--- src/rtl/score_seq_pkg.sv ---
// -----------------------------------------------------------------------------
// score_seq_pkg
// Shared definitions for the score sequencer: score word layout, special
// field values, common widths and the sequencer state encoding.
// Helper functions split a 10-bit score word {dur[9:6], note[5:0]}.
// -----------------------------------------------------------------------------
package score_seq_pkg;

  // Score word field positions
  localparam int DUR_MSB  = 9;
  localparam int DUR_LSB  = 6;
  localparam int NOTE_MSB = 5;

  // Common widths
  localparam int WORD_W = 10;
  localparam int DUR_W  = 4;
  localparam int NOTE_W = 6;
  localparam int LOW_W  = 10;
  localparam int CROT_W = 7;
  localparam int POS_W  = 16;

  // Special field values
  localparam logic [NOTE_W-1:0] NOTE_REST = 6'd0;
  localparam logic [DUR_W-1:0]  DUR_END   = 4'd0;

  typedef enum logic [1:0] {
    IDLE   = 2'd0,
    FETCH  = 2'd1,
    DECODE = 2'd2,
    PLAY   = 2'd3
  } seq_state_e;

  // Duration field of a score word
  function automatic logic [DUR_W-1:0] word_dur(input logic [WORD_W-1:0] w);
    return w[DUR_MSB:DUR_LSB];
  endfunction

  // Note field of a score word
  function automatic logic [NOTE_W-1:0] word_note(input logic [WORD_W-1:0] w);
    return w[NOTE_MSB:0];
  endfunction

endpackage

--- src/rtl/score_sequencer_beat_timer.sv ---
// -----------------------------------------------------------------------------
// beat_timer
// Beat timebase: a clock divider (0..LOW_DIV-1) advancing a 10-bit
// sub-crotchet phase, which in turn advances a 7-bit crotchet index.
//
// Ports:
//   clk, rst_n          clock, synchronous active-low reset
//   run_i               advance the divider this cycle (otherwise hold)
//   clear_crotchet_i    force crotchet to 0 (wins over load and increment)
//   load_crotchet_i     load crotchet from load_value_i (wins over increment)
//   load_value_i        crotchet load value
//   low_count_o         sub-crotchet phase (registered)
//   crotchet_o          beat index (registered)
//   beat_o              high in the cycle whose edge increments crotchet
// -----------------------------------------------------------------------------
module beat_timer
  import score_seq_pkg::*;
#(
  parameter int LOW_DIV = 17578
) (
  input  logic              clk,
  input  logic              rst_n,
  input  logic              run_i,
  input  logic              clear_crotchet_i,
  input  logic              load_crotchet_i,
  input  logic [CROT_W-1:0] load_value_i,
  output logic [LOW_W-1:0]  low_count_o,
  output logic [CROT_W-1:0] crotchet_o,
  output logic              beat_o
);

  localparam int DIV_W = (LOW_DIV > 1) ? $clog2(LOW_DIV) : 1;
  localparam logic [DIV_W-1:0] DIV_LAST = DIV_W'(LOW_DIV - 1);
  localparam logic [LOW_W-1:0] LOW_LAST = 10'd1023;

  logic [DIV_W-1:0]  div_q, div_d;
  logic [LOW_W-1:0]  low_q, low_d;
  logic [CROT_W-1:0] crot_q, crot_d;
  logic              div_wrap_s;
  logic              low_wrap_s;

  // Next-state logic for divider, phase and crotchet
  always_comb begin
    div_d      = div_q;
    low_d      = low_q;
    crot_d     = crot_q;
    div_wrap_s = run_i && (div_q == DIV_LAST);
    low_wrap_s = div_wrap_s && (low_q == LOW_LAST);

    if (run_i) begin
      if (div_wrap_s) begin
        div_d = {DIV_W{1'b0}};
        low_d = low_q + 10'd1;
      end else begin
        div_d = div_q + DIV_W'(1'b1);
      end
    end else begin
      div_d = div_q;
    end

    // A forced clear from the end marker overrides a coincident beat
    if (clear_crotchet_i) begin
      crot_d = 7'd0;
    end else if (load_crotchet_i) begin
      crot_d = load_value_i;
    end else if (low_wrap_s) begin
      crot_d = crot_q + 7'd1;
    end else begin
      crot_d = crot_q;
    end
  end

  // Timebase registers
  always_ff @(posedge clk) begin
    if (!rst_n) begin
      div_q  <= {DIV_W{1'b0}};
      low_q  <= 10'd0;
      crot_q <= 7'd0;
    end else begin
      div_q  <= div_d;
      low_q  <= low_d;
      crot_q <= crot_d;
    end
  end

  assign low_count_o = low_q;
  assign crotchet_o  = crot_q;
  assign beat_o      = low_wrap_s;

endmodule

--- src/rtl/score_sequencer.sv ---
// -----------------------------------------------------------------------------
// score_sequencer
// Steps a song score held in a synchronous ROM, owns the beat timebase and
// hands each new note to the tone generator with a one-cycle strobe.
// fast_start selects a starting section; the score is fast-forwarded to that
// section silently, with the timebase parked at zero until the first note.
//
// Ports:
//   clk         system clock
//   rst_n       synchronous active-low reset
//   pause       (SCORE_SEQ_PAUSE_EN only) freeze timebase and mute note
//   fast_start  start section, sampled in IDLE
//   rom_addr    score ROM address (registered)
//   rom_data    score word {dur[9:6], note[5:0]}, valid one cycle after addr
//   note        current note index, 0 = rest (registered)
//   note_stb    one-cycle pulse when note is updated (registered)
//   low_count   sub-crotchet phase
//   crotchet    beat index
//   playing     high from the first note strobe until reset
//
// Build option: define SCORE_SEQ_PAUSE_EN to add the pause input.
// -----------------------------------------------------------------------------
module score_sequencer
  import score_seq_pkg::*;
#(
  parameter int LOW_DIV           = 17578,
  parameter int SECTION_CROTCHETS = 32,
  parameter int ROM_AW            = 8
) (
  input  logic              clk,
  input  logic              rst_n,
`ifdef SCORE_SEQ_PAUSE_EN
  input  logic              pause,
`endif
  input  logic [1:0]        fast_start,
  output logic [ROM_AW-1:0] rom_addr,
  input  logic [WORD_W-1:0] rom_data,
  output logic [NOTE_W-1:0] note,
  output logic              note_stb,
  output logic [LOW_W-1:0]  low_count,
  output logic [CROT_W-1:0] crotchet,
  output logic              playing
);

  localparam logic [POS_W-1:0] SEC_LEN = POS_W'(SECTION_CROTCHETS);

  seq_state_e        state_q, state_d;
  logic [ROM_AW-1:0] addr_q, addr_d;
  logic [NOTE_W-1:0] note_q, note_d;
  logic              stb_q, stb_d;
  logic              playing_q, playing_d;
  logic [POS_W-1:0]  pos_q, pos_d;
  logic [POS_W-1:0]  s_q, s_d;
  logic [DUR_W-1:0]  rem_q, rem_d;
  logic              skip_q, skip_d;

  logic [DUR_W-1:0]  dur_s;
  logic [NOTE_W-1:0] word_note_s;
  logic [POS_W-1:0]  pos_sum_s;
  logic [POS_W-1:0]  start_s;
  logic              idle_skip_s;
  logic              run_s;
  logic              beat_s;
  logic              clear_crot_s;
  logic              load_crot_s;
  logic              pause_s;
  logic              release_s;

  assign dur_s       = word_dur(rom_data);
  assign word_note_s = word_note(rom_data);
  assign pos_sum_s   = pos_q + POS_W'(dur_s);
  assign start_s     = POS_W'(fast_start) * SEC_LEN;

  // The IDLE cycle that arms a skip must not let the divider take a step,
  // so the timebase looks ahead at the skip flag being set this cycle.
  assign idle_skip_s = (state_q == IDLE) && (start_s != {POS_W{1'b0}});
  assign run_s       = !skip_q && !idle_skip_s && !pause_s;

  beat_timer #(
    .LOW_DIV (LOW_DIV)
  ) u_beat_timer (
    .clk              (clk),
    .rst_n            (rst_n),
    .run_i            (run_s),
    .clear_crotchet_i (clear_crot_s),
    .load_crotchet_i  (load_crot_s),
    .load_value_i     (s_q[CROT_W-1:0]),
    .low_count_o      (low_count),
    .crotchet_o       (crotchet),
    .beat_o           (beat_s)
  );

  // Sequencer next-state and datapath decisions
  always_comb begin
    state_d      = state_q;
    addr_d       = addr_q;
    note_d       = note_q;
    stb_d        = release_s;
    playing_d    = playing_q;
    pos_d        = pos_q;
    s_d          = s_q;
    rem_d        = rem_q;
    skip_d       = skip_q;
    clear_crot_s = 1'b0;
    load_crot_s  = 1'b0;

    case (state_q)
      IDLE: begin
        if (pause_s) begin
          state_d = IDLE;
        end else begin
          s_d     = start_s;
          pos_d   = {POS_W{1'b0}};
          skip_d  = idle_skip_s;
          state_d = FETCH;
        end
      end

      FETCH: begin
        state_d = DECODE;
      end

      DECODE: begin
        if (dur_s == DUR_END) begin
          // End of song: restart from the top; the divider keeps its phase
          addr_d       = {ROM_AW{1'b0}};
          pos_d        = {POS_W{1'b0}};
          skip_d       = 1'b0;
          clear_crot_s = 1'b1;
          state_d      = FETCH;
        end else if (skip_q && (pos_sum_s <= s_q)) begin
          // Note lies wholly before the start section: pass over it silently
          pos_d   = pos_sum_s;
          addr_d  = addr_q + ROM_AW'(1'b1);
          state_d = FETCH;
        end else begin
          note_d    = word_note_s;
          stb_d     = 1'b1;
          playing_d = 1'b1;
          if (skip_q) begin
            // Note straddles the start point: play only its remaining part
            rem_d       = DUR_W'(pos_sum_s - s_q);
            load_crot_s = 1'b1;
            skip_d      = 1'b0;
          end else begin
            rem_d = dur_s;
          end
          state_d = PLAY;
        end
      end

      PLAY: begin
        if (beat_s) begin
          rem_d = rem_q - 4'd1;
          if (rem_q == 4'd1) begin
            addr_d  = addr_q + ROM_AW'(1'b1);
            state_d = FETCH;
          end else begin
            state_d = PLAY;
          end
        end else begin
          state_d = PLAY;
        end
      end

      default: begin
        state_d = IDLE;
      end
    endcase
  end

  // Sequencer state registers
  always_ff @(posedge clk) begin
    if (!rst_n) begin
      state_q   <= IDLE;
      addr_q    <= {ROM_AW{1'b0}};
      note_q    <= NOTE_REST;
      stb_q     <= 1'b0;
      playing_q <= 1'b0;
      pos_q     <= {POS_W{1'b0}};
      s_q       <= {POS_W{1'b0}};
      rem_q     <= 4'd0;
      skip_q    <= 1'b0;
    end else begin
      state_q   <= state_d;
      addr_q    <= addr_d;
      note_q    <= note_d;
      stb_q     <= stb_d;
      playing_q <= playing_d;
      pos_q     <= pos_d;
      s_q       <= s_d;
      rem_q     <= rem_d;
      skip_q    <= skip_d;
    end
  end

`ifdef SCORE_SEQ_PAUSE_EN
  logic              pause_q;
  logic [NOTE_W-1:0] note_out_q;

  assign pause_s   = pause;
  // Leaving pause re-announces the held note to the tone generator
  assign release_s = pause_q && !pause;

  // Pause edge detector and muted note output
  always_ff @(posedge clk) begin
    if (!rst_n) begin
      pause_q    <= 1'b0;
      note_out_q <= NOTE_REST;
    end else begin
      pause_q    <= pause;
      note_out_q <= pause ? NOTE_REST : note_d;
    end
  end

  assign note = note_out_q;
`else
  assign pause_s   = 1'b0;
  assign release_s = 1'b0;
  assign note      = note_q;
`endif

  assign rom_addr = addr_q;
  assign note_stb = stb_q;
  assign playing  = playing_q;

endmodule

--- config.mk ---
export PLATFORM = sky130hd
export DESIGN_NAME = score_sequencer
export DESIGN_NICKNAME = d
export VERILOG_FILES = /design/src/rtl/score_seq_pkg.sv /design/src/rtl/score_sequencer_beat_timer.sv /design/src/rtl/score_sequencer.sv
export SDC_FILE = /design/constraint.sdc
export NUM_CORES = 1
export LEC_CHECK = 0
export CORE_ASPECT_RATIO = 0.9
export CORE_MARGIN = 4
export CORE_UTILIZATION = 49
export DETAILED_ROUTE_END_ITERATION = 16
export PLACE_DENSITY = 0.75
export SYNTH_ARGS = -nofsm -noshare
export SYNTH_HDL_FRONTEND = slang
export SYNTH_SLANG_ARGS = --single-unit
--- constraint.sdc ---
create_clock -name clk -period 4.1 [get_ports clk]
set_input_delay 0.615 -clock clk [delete_from_list [all_inputs] [get_ports clk]]
set_output_delay 0.615 -clock clk [all_outputs]
set_load 0.1 [all_outputs]
## Yosys cells after proc, flatten, opt, wreduce, memory -nomap -nowiden

Index checks and enable logic that the tools add are counted.

| word-level totals | value |
|---|---|
| word-level logic and storage cells | 88 |
| output and inout port bits | 33 |
| bits in registers | 73 |

| cells by class | value |
|---|---|
| reduce and logical (&&, ||, !) cells | 21 |
| bitwise gates (word level) | 4 |
| mux-type cells | 31 |
| magnitude comparators | 1 |
| add/sub/neg operators | 7 |
| equal/unequal tests | 12 |

Operators by type and width:

| kind | count |
|---|---|
| 16-bit 2-to-1 mux | 2 |
| 8-bit 2-to-1 mux | 4 |
| 16-bit case mux with 2 select lines | 1 |
| 16-bit by 4-bit adder with 16-bit output | 1 |
| 16-bit by 7-bit less-or-equal comparator with 1-bit output | 1 |
| 4-bit 2-to-1 mux | 4 |
| 8-bit case mux with 2 select lines | 1 |
| 16-bit nonzero test | 1 |
| 15-bit by 1-bit adder with 15-bit output (second input constant) | 1 |
| 15-bit == test (second input constant) | 1 |
| 15-bit 2-to-1 mux | 1 |
| 7-bit 2-to-1 mux | 2 |
| 10-bit by 1-bit adder with 10-bit output (second input constant) | 1 |
| 10-bit == test (second input constant) | 1 |
| 1-bit 2-to-1 mux | 9 |
| 8-bit by 1-bit adder with 8-bit output (second input constant) | 1 |
| 2-bit 2-to-1 mux | 4 |
| 2-bit != test (second input constant) | 4 |
| 2-bit case mux with 4 select lines | 1 |
| 4-bit case mux with 2 select lines | 1 |
| 4-bit AND reduction | 2 |
| 4-bit by 1-bit subtractor with 4-bit output (second input constant) | 2 |
| 7-bit by 1-bit adder with 7-bit output (second input constant) | 1 |
| 3-bit != test (second input constant) | 2 |
| 14 further kinds | 27 |

## Logic depth before layout (Yosys ltp)

Gate-level depths: netlist of the first run.

| logic depth | value |
|---|---|
| depth after elaboration | 8 |
| mapped depth | 16 |

## By module

A second synthesis of the first run with hierarchy kept.

| unflattened totals | value |
|---|---|
| cells, all modules | 489 |
| area total of the unflattened synthesis | 4061.4 sq um |

By module, submodules not included:

| module | area each (sq um) | times used | cells an instance |
|---|---|---|---|
| score_sequencer | 2416.1 | 1 | 293 |
| beat_timer | 1645.3 | 1 | 196 |

## Worst setup path after synthesis of the first run

OpenSTA, ideal clock, no wires.

| timing | value |
|---|---|
| path type | input to register |
| from | input port rom_data[6] |
| to | register pos_q[6] |
| stages | 16 |
| arrival time | 4.021 ns |
| setup time | 0.117 ns |
| slack | -0.037 ns |
| cell sequence | ha_1 > inv_1 > fa_1 > nand2b_1 > a21oi_2 > and3_1 > xor2_1 > ha_1 > nand2_1 > or4_1 > o32a_1 > or3_4 > o21ai_2 > a21oi_2 > buf_6 > a22o_1 |

| between the ends | value |
|---|---|
| longest elaborated chain between the ends | 5 |

Ends and longest elaborated chain:

| item | line | source |
|---|---|---|
| from (decl) | score_sequencer.sv:37 | `input logic [WORD_W-1:0] rom_data,` |
| 16-bit by 4-bit adder with 16-bit output | score_sequencer.sv:71 | `assign pos_sum_s = pos_q + POS_W'(dur_s);` |
| 16-bit by 7-bit less-or-equal comparator with 1-bit output | score_sequencer.sv:131 | `end else if (skip_q && (pos_sum_s <= s_q)) begin` |
| 1-bit logical AND | score_sequencer.sv:131 |  |
| 3-bit != test (no line) | - |  |
| 2-bit AND reduction (no line) | - |  |
| to (signal assigned) | score_sequencer.sv:180 | `pos_q <= {POS_W{1'b0}};` |
| to (signal assigned) | score_sequencer.sv:190 | `pos_q <= pos_d;` |
| to (decl) | score_sequencer.sv:52 | `logic [POS_W-1:0] pos_q, pos_d;` |

Several ways; a longest one is shown, not always the timed one. The select of a mux whose other input is x is not followed.
A chain may end at the register's enable or synchronous reset.

## Final worst setup path of the first run

| timing | value |
|---|---|
| from | input port rom_data[9] |
| to | register u_beat_timer.crot_q[1], in the netlist u_beat_timer.crotchet_o[1] |

| between the ends | value |
|---|---|
| longest elaborated chain between the ends | 7 |

Ends and longest elaborated chain:

| item | line | source |
|---|---|---|
| 16-bit by 4-bit adder with 16-bit output | score_sequencer.sv:71 |  |
| 16-bit by 7-bit less-or-equal comparator with 1-bit output | score_sequencer.sv:131 |  |
| 1-bit logical AND | score_sequencer.sv:131 |  |
| 1-bit 2-to-1 mux | score_sequencer.sv:131 |  |
| 1-bit 2-to-1 mux | score_sequencer.sv:124 | `if (dur_s == DUR_END) begin` |
| 1-bit 2-to-1 mux | score_sequencer.sv:107 | `case (state_q)` |
| 7-bit 2-to-1 mux / 2-bit nonzero test (equally long branches) | - |  |
| to (signal assigned) | score_sequencer_beat_timer.sv:82 | `crot_q <= crot_d;` |
| to (decl) | score_sequencer_beat_timer.sv:38 | `logic [CROT_W-1:0] crot_q, crot_d;` |

Several ways; a longest one is shown, not always the timed one.

==> summary.md, run 1 <==
| Metric | Value |
|---|---|
| Max Clock Skew | `6.65 ps` |
| Crit Path Class | `primary input to flop` |
| Die height | `91.0 um` |
| GP Congestion | `0.902` |
| Top post-synthesis cells by area | `dfxtp_1, nor2_1, ha_1, xor2_1, a21oi_1` |
| Worst setup SP type | `primary input` |
| Crit-path max FO | `6` |
| GRT overflow | `0` |
| GR peak layer | `met2` |
| Cells after Synth | `441` |
| Crit end category | `flop` |
| Largest net degree at the start of global routing | `24` |
| Vias in the first global route | `3278` |
| Initial drt markers | `171` |
| Antenna diodes | `0` |
| Post-synth top flop | `dfxtp_1` |
| CTS tree | `yes` |
| DRT Pass-1 Iters | `6` |
| I/O Pins | `47` |
| Sequential share of the synthesized area | `39.0%` |
| CP Buf/Inv Count | `1` |
| Count of final hold-check violations | `0` |
| Most used cell, CP | `ha_1` |
| Final instance area | `0.00470 mm^2` |
| Post-Route WL | `9120 um` |
| Clock sinks | `73` |
| Met2 Usage GRT | `31.6%` |
| Synthesis-stage register bit count | `73` |
| Synthesized Nets | `469` |
| Filler instances | `633` |
| Hpwl dp | `6560 um` |
| Die width | `100 um` |
| Share of the synthesized area in the top cell type | `39.0%` |
| Layout cell share with drive strength beyond 1 | `12.0%` |
| CTS max path bufs | `2` |
| Total track usage | `19.9%` |
| Number of synthesized flops with an enable pin | `0` |
| Total CTS buffers | `9` |
| Arrival @ worst endpoint | `4260 ps` |
| CTS Hold Buffers Added | `0` |
| Cell Chain, Critical Path | `clkdlybuf4s50_1 -> ha_1 -> nor2_1 -> a21oi_4 -> and3_4 -> xor2_2 -> ha_1 -> nand2_1 -> or4_1 -> o32a_1 -> or3_4 -> o211a_4 -> or2_4 -> a21oi_2` |
| Die Area | `0.00912 mm^2` |
| M1 GR Usage | `26.7%` |
| Syn Area/Cell | `8.50 um^2` |
| Total power | `1.44 mW` |
| Setup TNS Final | `0 ps` |
| Setup WS post-layout | `121 ps` |
| Row Count | `29` |
| Max-capacitance violation count | `0` |
| Vias | `3439` |
| Initial Util | `51.7%` |
| DR vias/cell | `5.66` |
| Leak | `1.72 nW` |
| Max IR drop VDD | `0.253 mV` |
| Fmax | `251 MHz` |
| Final net count | `538` |
| Core Box Area | `0.00726 mm^2` |
| PwrDens | `307 mW/mm^2` |
| Status | `finished, final reports clean` |
| Synthesis Warnings | `0` |
| Area grow syn2layout | `25.5%` |
| Worst hold path type | `flop to flop` |
| CP peak stage delay | `450 ps` |
| Count of cell types in the netlist | `61` |
| Port bufs | `46` |
| Wirelength per Cell | `15.0 um` |
| Post-Syn Area | `0.00375 mm^2` |
| H-tree levels | `3` |
| DRT antenna net count | `0` |
| Worst skew pair latency | `350 ps` |
| WP data required | `4380 ps` |
| CTS root buffer | `clkbuf_8` |
| Minimum clock period | `3980 ps` |
| Slew headroom | `33.6%` |
| Max Slew Vio Count | `0` |
| RSZ-0062 raised after global routing | `false` |
| Worst-path clk slew | `80 ps` |
| Initial antenna violation count | `0` |
| Post-Layout Cell Count | `608` |
| Slowest CP cell | `or3_4` |
| # DRC | `0` |
| Met3 Use GR | `5.98%` |
| Post-DP Area | `0.00444 mm^2` |
| Slew @ Worst Pin | `993 ps` |
| CP top delay family | `simple AND/OR/NAND/NOR gates` |
| Tcrit/Tclk final | `97.1%` |
| First-pass GRT wire length | `15000 um` |
| Area leader, netlist | `dfxtp_1` |
| Async SR Flop Fraction | `0%` |
| Setup WS pre-CTS | `-462 ps` |
| Dpl cells | `589` |
| Final setup vio count | `0` |
==> metal layers <==
metal / share of wire (%) / wire length (um)
met1: 47 / 4290
met2: 46 / 4180
met3: 6.2 / 562
met4: 0.98 / 89
met5: 0 / 0
==> where the power goes <==
group	internal, mW	switching (mW)	total (mW)
Clock	0.234	0.262	0.496
Sequential	0.723	0.0195	0.743
Combinational	0.0751	0.129	0.204
Total	1.03	0.410	1.44
==> final timing paths <==
| path | start | endpoint | slack (ps) | cells past startpoint |
|---|---|---|---|---|
| setup / recovery | rom_data[9] | u_beat_timer.crotchet_o[1] | 120 | 14 |
| hold / removal | u_beat_timer.div_q[14] | u_beat_timer.div_q[14] | 480 | 2 |
| setup reg to reg | pos_q[0] | u_beat_timer.crotchet_o[1] | 310 | 15 |
| hold reg to reg | u_beat_timer.div_q[14] | u_beat_timer.div_q[14] | 480 | 2 |
==> through the flow <==
| stage | utilization (%) | hold WS (ps) |
|---|---|---|
| global route | 64.8 | 509 |
| CTS | 63.9 | 484 |
| finish | 64.8 | 482 |
| floorplan | - | 453 |
| detailed placement | 61.2 | 473 |
| global placement | 61.2 | 452 |
==> registers in the layout (all words and copies together), names as in the netlist <==
register	flops
u_beat_timer.low_count_o	10
skip_q	1
note	6
rem_q	4
u_beat_timer.crotchet_o	7
pos_q	16
playing	1
u_beat_timer.div_q	15
s_q	2
rom_addr	8
note_stb	1
state_q	2
==> final cells by class <==
class                           count  area, um^2  area share, %
Clock buffer                       11         141           3.01
Clock inverter                      5        31.3          0.665
Inverter                           19        71.3           1.52
Multi-Input combinational cell    335        2220           47.2
Sequential cell                    73        1460           31.1
Tap cell                           93         116           2.47
Timing Repair Buffer               72         661           14.0
==> what timing repair did <==
action | CTS | global route
resized for setup | 3 | 15
pin swaps | 2 | 11
cloned | 0 | 1
setup endpoints to repair | 27 | 43
setup buffers | 0 | 2
==> worst min-delay path, delay by kind of cell (launching register included) <==
family          cells  cell delay (ps)
flops               1              310
compound gates      2              120
==> cells in the mapped netlist (all sizes together), types with 2 or more instances <==
master  instances
o211ai          3
or4             3
buf             4
o32ai           3
nor3            8
a21boi          2
nand3b          6
o32a            2
nand2b          2
xor2           18
o31ai           2
nand3          16
o21ai          27
mux2i          11
nor2           54
inv            19
clkbuf         11
nor4bb          3
xnor2           9
o311ai          7
and4            4
ha             13
or3            10
nand2          31
a211oi          3
a21oi          30
or2             2
a31oi           3
nand4          14
and3           11
dfxtp          73
nor2b           3
and2           11
nor4            4
a22o            5
==> cell families after synthesis <==
family	synth area share [%]
simple gates	25.6
compound gates	17.5
flops	39.0
buf+inv	3.77
xor+xnor	6.31
fa+ha+maj	4.87
mux	2.94
==> layout by cell type (no fill, tap or decap), types with 4 or more instances in the layout <==
| cell | instances |
|---|---|
| nand3_1 | 16 |
| dfxtp_1 | 73 |
| or3_1 | 9 |
| mux2i_1 | 11 |
| buf_4 | 26 |
| and3_1 | 10 |
| xnor2_1 | 9 |
| nand4_1 | 14 |
| a22o_1 | 4 |
| clkbuf_8 | 10 |
| and2_1 | 11 |
| o21ai_0 | 22 |
| inv_1 | 19 |
| nor2_1 | 52 |
| xor2_1 | 17 |
| nand3b_1 | 6 |
| clkdlybuf4s50_1 | 44 |
| a21oi_1 | 27 |
| ha_1 | 12 |
| nor4_1 | 4 |
| o311ai_0 | 5 |
| nor3_1 | 7 |
| and4_1 | 4 |
| nand2_1 | 30 |
No activity file was read; power rests on OpenSTA's default activity.
==> run 2: changes to the inputs <==
- CORE_MARGIN: 4 -> 3
- CTS_BUF_LIST: unset -> sky130_fd_sc_hd__clkbuf_16
- CTS_CLUSTER_DIAMETER: unset -> 30
==> run 2 against run 1 <==
  * Sequential share of layout area shrank 1.2 points
  * Clock skew about the same
  * First-iteration DRC count increased by 78%
  * Clock power rose by 67%
  * Largest power group is now the clock network
  * Register-to-register slack about the same
  * Sequential cell count unchanged
  * Highest routed layer unchanged
  * Core utilization grew 3.0 points
  * Final area is 4.2% higher
  * Critical path depth decreased by 1
==> summary.md, run 2 (same netlist as run 1, synthesis figures left out) <==
| Metric | Value |
|---|---|
| Reg2reg setup slack | `300 ps` |
| Clock sinks | `73` |
| Most used cell, CP | `ha_1` |
| Most frequent cells in the layout | `dfxtp_1, nor2_1, clkdlybuf4s50_1` |
| Worst hold path type | `flop to flop` |
| Initial antenna violation count | `0` |
| Max IR drop VDD | `0.254 mV` |
| DRT antenna net count | `0` |
| Status | `finished, final reports clean` |
| Metal-1 WL | `4390 um` |
| Slew headroom | `34.0%` |
| Core Box Area | `0.00722 mm^2` |
| Fmax | `249 MHz` |
| Metal2 WL | `4380 um` |
| CP startpoint | `rom_data[9]` |
| DRT Pass-1 Iters | `5` |
| Layout cell share with drive strength beyond 1 | `14.1%` |
| Dpl cells | `595` |
| PwrDens | `362 mW/mm^2` |
| Crit-path max FO | `6` |
| GRT overflow | `0` |
| Post-Route WL | `9590 um` |
| Minimum clock period | `4010 ps` |
| # DRC | `0` |
| Row Count | `29` |
| RR Startpoint | `pos_q[0]` |
| Most common cell after layout, fill and taps aside | `dfxtp_1` |
| Max Used Layer | `met4` |
| Arrival @ worst endpoint | `4290 ps` |
| Slowest CP cell | `or3_4` |
| Post-Layout Cell Count | `612` |
| Final setup vio count | `0` |
| Die Area | `0.00874 mm^2` |
| Hpwl dp | `6480 um` |
| Port bufs | `46` |
| End point of the critical path | `u_beat_timer.crotchet_o[0]` |
| Cell Chain, Critical Path | `clkdlybuf4s50_1 -> ha_1 -> a21oi_1 -> o22ai_2 -> xnor2_1 -> ha_1 -> nand2_1 -> or4_1 -> o32a_1 -> or3_4 -> o211a_4 -> or2_4 -> nor2_2` |
| Count of final hold-check violations | `0` |
| CTS tree | `yes` |
| Crit end category | `flop` |
| Met3 WL | `700 um` |
| CTS max path bufs | `2` |
| CTS root buffer | `clkbuf_16` |
| Final net count | `543` |
| Vias | `3600` |
| CP Buf/Inv Count | `1` |
| Tcrit/Tclk final | `97.8%` |
| CP peak stage delay | `450 ps` |
| Total CTS buffers | `9` |
| Final core area utilization | `67.9%` |
| Worst setup SP type | `primary input` |
| WP data required | `4380 ps` |
| Worst-path clk slew | `60 ps` |
| Max-capacitance violation count | `0` |
| Crit Path Class | `primary input to flop` |
| Largest Register | `pos_q` |
| Vias in the first global route | `3329` |
| Leak | `1.81 nW` |
| First-pass GRT wire length | `15700 um` |
| Worst skew pair latency | `330 ps` |
| Levels on crit path | `13` |
| I/O Pins | `47` |
| Setup TNS Final | `0 ps` |
| Die width | `98.2 um` |
| CP top delay family | `simple AND/OR/NAND/NOR gates` |
| WHS | `491 ps` |
| Max Slew Vio Count | `0` |
| Wirelength per Cell | `15.7 um` |
| Area grow syn2layout | `30.7%` |
| H-tree levels | `3` |
| Total track usage | `22.2%` |
| Max Clock Skew | `6.56 ps` |
| RR Endpoint | `u_beat_timer.crotchet_o[0]` |
| Max FFs per register | `16` |
| Largest net degree at the start of global routing | `24` |
| Antenna diodes | `0` |
| Die height | `89.0 um` |
| Slew @ Worst Pin | `988 ps` |
| Reg2Reg Depth | `15` |
| Initial Util | `51.9%` |
| DR vias/cell | `5.88` |
| GP Congestion | `0.788` |
| Initial drt markers | `305` |
run 2: cell types whose count changed in the layout (fill, tap and decap cells not counted), sizes merged:
| cell | previous run | this run |
|---|---|---|
| bufinv | 0 | 2 |
| buf | 26 | 31 |
| clkbuf | 11 | 9 |
| clkinvlp | 1 | 0 |
run 2: worst min-delay path by stage:
| stage | start | end | slack (ps) | depth (start not counted) |
|---|---|---|---|---|
| global route | pos_q[2] | pos_q[2] | 510 | 1 |
| finish | note[0] | note[0] | 490 | 2 |
| global placement | playing | playing | 450 | 2 |
| detailed placement | playing | playing | 470 | 2 |
| floorplan | pos_q[14] | pos_q[14] | 450 | 1 |
| CTS | playing | playing | 490 | 2 |
run 2: layer usage:
metal  vias up  global-route usage [%]
met1      1710                    28.6
li1       1743                       -
met2       133                    36.5
met4         0                    5.71
met3        14                    7.02
met5         -                       0
run 2: area by class of cell:
cell class                      count  area, um^2
Fill cell                         563        2320
Multi-Input combinational cell    335        2240
Sequential cell                    73        1460
Timing Repair Buffer               77         698
Clock buffer                        9         225
Tap cell                           93         116
Clock inverter                      6        83.8
Inverter                           19        71.3
run 2: per-stage QoR:
stage | cell area [um^2] | worst slack [ps] | total power [mW]
after global placement | 4490 | -374 | 0.945
after global routing | 4900 | -57.6 | 1.83
after CTS | 4850 | 38.1 | 1.77
after floorplan | 3760 | 31.8 | 0.886
final | 4900 | 88.3 | 1.78
after detailed placement | 4490 | -503 | 0.950
run 2: repair_timing:
action,in CTS,in global routing
endpoints found under the setup margin,38,36
gates resized for setup,9,12
pin swaps,7,6
gates cloned,1,0
buffers inserted,0,1
hold buffers,0,0
run 2: report_power, final:
| group | total, mW | switching, mW | internal [mW] | leakage [nW] |
|---|---|---|---|---|
| clock network | 0.828 | 0.301 | 0.527 | 0.155 |
| logic | 0.204 | 0.129 | 0.0749 | 1.06 |
| registers | 0.744 | 0.0195 | 0.724 | 0.590 |
| total | 1.78 | 0.449 | 1.33 | 1.81 |
run 2: worst min-delay path, cell delays in order (launching register included):
cell,delay (ps)
dfxtp_1,320
mux2i_1,60
nor2_1,70
==> run 3: changes to the inputs <==
- CTS_BUF_LIST: sky130_fd_sc_hd__clkbuf_16 -> sky130_fd_sc_hd__clkbuf_4 sky130_fd_sc_hd__clkbuf_8
- PLACE_DENSITY: 0.75 -> 0.72
- clock period: 4.1 -> 4 ns (I/O delays scaled with it)
==> run 3 against run 2 <==
  * Sequential share of layout area rose by 0.96 points
  * Sequential power rose by 2%
  * Final area fell by 3.1%
  * Cell count fell by 0.16%
  * Critical path depth rose by 1
  * Largest power group is now registers
  * Total power fell by 15%
  * Combinational power rose by 4%
==> summary.md, run 3 (same netlist as run 1, synthesis figures left out) <==
| Metric | Value |
|---|---|
| Status | `finished, final reports clean` |
| Minimum clock period | `3850 ps` |
| Reg2Reg Depth | `15` |
| CTS root buffer | `clkbuf_8` |
| Die height | `89.0 um` |
| Die width | `98.2 um` |
| Max IR drop VDD | `0.233 mV` |
| Die Area | `0.00874 mm^2` |
| Largest Register | `pos_q` |
| Crit-path max FO | `6` |
| Tcrit/Tclk final | `96.1%` |
| Area grow syn2layout | `26.6%` |
| Total track usage | `21.8%` |
| I/O Pins | `47` |
| Initial Util | `51.9%` |
| Filler instances | `612` |
| RSZ-0062 raised after global routing | `false` |
| Core Box Area | `0.00722 mm^2` |
| GRT overflow | `0` |
| Worst setup SP type | `primary input` |
| Setup TNS Final | `0 ps` |
| CTS Hold Buffers Added | `0` |
| Max Clock Skew | `11.3 ps` |
| Hpwl dp | `6420 um` |
| Arrival @ worst endpoint | `4130 ps` |
| Antenna diodes | `0` |
| FF/Latch Area | `0.00146 mm^2` |
| Worst-path clk slew | `70 ps` |
| Worst hold path type | `flop to flop` |
| Initial antenna violation count | `0` |
| Slew headroom | `33.7%` |
| Area of the multi-input gates | `0.00223 mm^2` |
| Wirelength per Cell | `14.9 um` |
| Layout cell share with drive strength beyond 1 | `13.3%` |
| Crit Path Class | `primary input to flop` |
| DR vias/cell | `5.68` |
| First-pass GRT wire length | `15600 um` |
| Worst skew pair latency | `340 ps` |
| Post-Layout Cell Count | `611` |
| Largest net degree at the start of global routing | `34` |
| Post-Route WL | `9110 um` |
| Most common cell after layout, fill and taps aside | `dfxtp_1` |
| H-tree levels | `3` |
| Crit end category | `flop` |
| Most frequent cells in the layout | `dfxtp_1, nor2_1, clkdlybuf4s50_1` |
| PwrDens | `319 mW/mm^2` |
| WHS | `490 ps` |
| CTS max path bufs | `2` |
| Slew @ Worst Pin | `991 ps` |
| GP Congestion | `0.873` |
| Count of final hold-check violations | `0` |
| WP data required | `4280 ps` |
| Port bufs | `46` |
| Final core area utilization | `65.8%` |
| Row Count | `29` |
| Initial drt markers | `133` |
| Worst hold stages | `2` |
| CTS tree | `yes` |
| Total CTS buffers | `9` |
| Final setup vio count | `0` |
| Max Slew Vio Count | `0` |
| Vias | `3468` |
| # DRC | `0` |
| Vias in the first global route | `3313` |
| Fmax | `260 MHz` |
| Max-capacitance violation count | `0` |
| Leak | `1.73 nW` |
| Clock sinks | `73` |
| DRT antenna net count | `0` |
| Max FFs per register | `16` |
| Final net count | `542` |
| Total power | `1.51 mW` |
| Dpl cells | `594` |
| DRT Pass-1 Iters | `4` |
-- run 3: changes by cell type in the layout (fill, tap and decap cells not counted), moves of 2 or more --
cell       previous run  this run
clkbuf_16             9         0
bufinv_16             2         0
nor2_2                5         2
nor2_1               49        52
clkinv_2              3         1
clkbuf_8              0        12
-- run 3: worst paths after layout --
kind                           endpoint  slack, ps   startpoint
max          u_beat_timer.crotchet_o[1]        150  rom_data[9]
min                            rem_q[1]        490     rem_q[1]
max reg2reg  u_beat_timer.crotchet_o[1]        300     pos_q[0]
min reg2reg                    rem_q[1]        490     rem_q[1]
-- run 3: area by class of cell --
class | count | share of cell area (%)
clock buffers | 13 | 3.64
clock inverters | 2 | 0.264
inverters | 19 | 1.50
multi-input cells | 335 | 46.9
flip-flops and latches | 73 | 30.8
well taps | 93 | 2.45
repair buffers | 76 | 14.5
-- run 3: critical path, cell delays in order --
cell	delay, ps
clkdlybuf4s50_1	460
ha_1	260
nor2_1	250
a21oi_4	90
and3_4	190
xor2_2	150
ha_1	290
nand2_1	40
or4_1	390
o32a_1	350
or3_4	410
o211a_4	270
or2_4	280
a21oi_2	100
-- run 3: stage by stage --
step	setup WS, ps	instance area, um^2
2_1_floorplan	41.7	3770
3_3_place_gp	-388	4490
3_5_place_dp	-490	4490
4_1_cts	42.3	4730
5_1_grt	21.1	4750
6_report	155	4750
-- run 3: layer usage --
| metal | global-route usage [%] | share of wire (%) | vias to the layer above |
|---|---|---|---|
| li1 | - | - | 1752 |
| met1 | 28.9 | 48 | 1616 |
| met2 | 35.5 | 45 | 88 |
| met3 | 5.93 | 4.8 | 12 |
| met4 | 6.45 | 1.4 | 0 |
| met5 | 0 | 0 | - |
-- run 3: timing repair --
| item | CTS | global route |
|---|---|---|
| endpoints found under the setup margin | 32 | 43 |
| gates resized for setup | 9 | 7 |
| setup buffers | 1 | 0 |
| pin swaps | 12 | 6 |
| cloned | 1 | 0 |
-- run 3: power by group --
group | leakage [nW] | internal [mW] | switching, mW
clock | 0.0949 | 0.279 | 0.262
sequential | 0.590 | 0.741 | 0.0194
combinational | 1.05 | 0.0801 | 0.133
total | 1.73 | 1.10 | 0.415
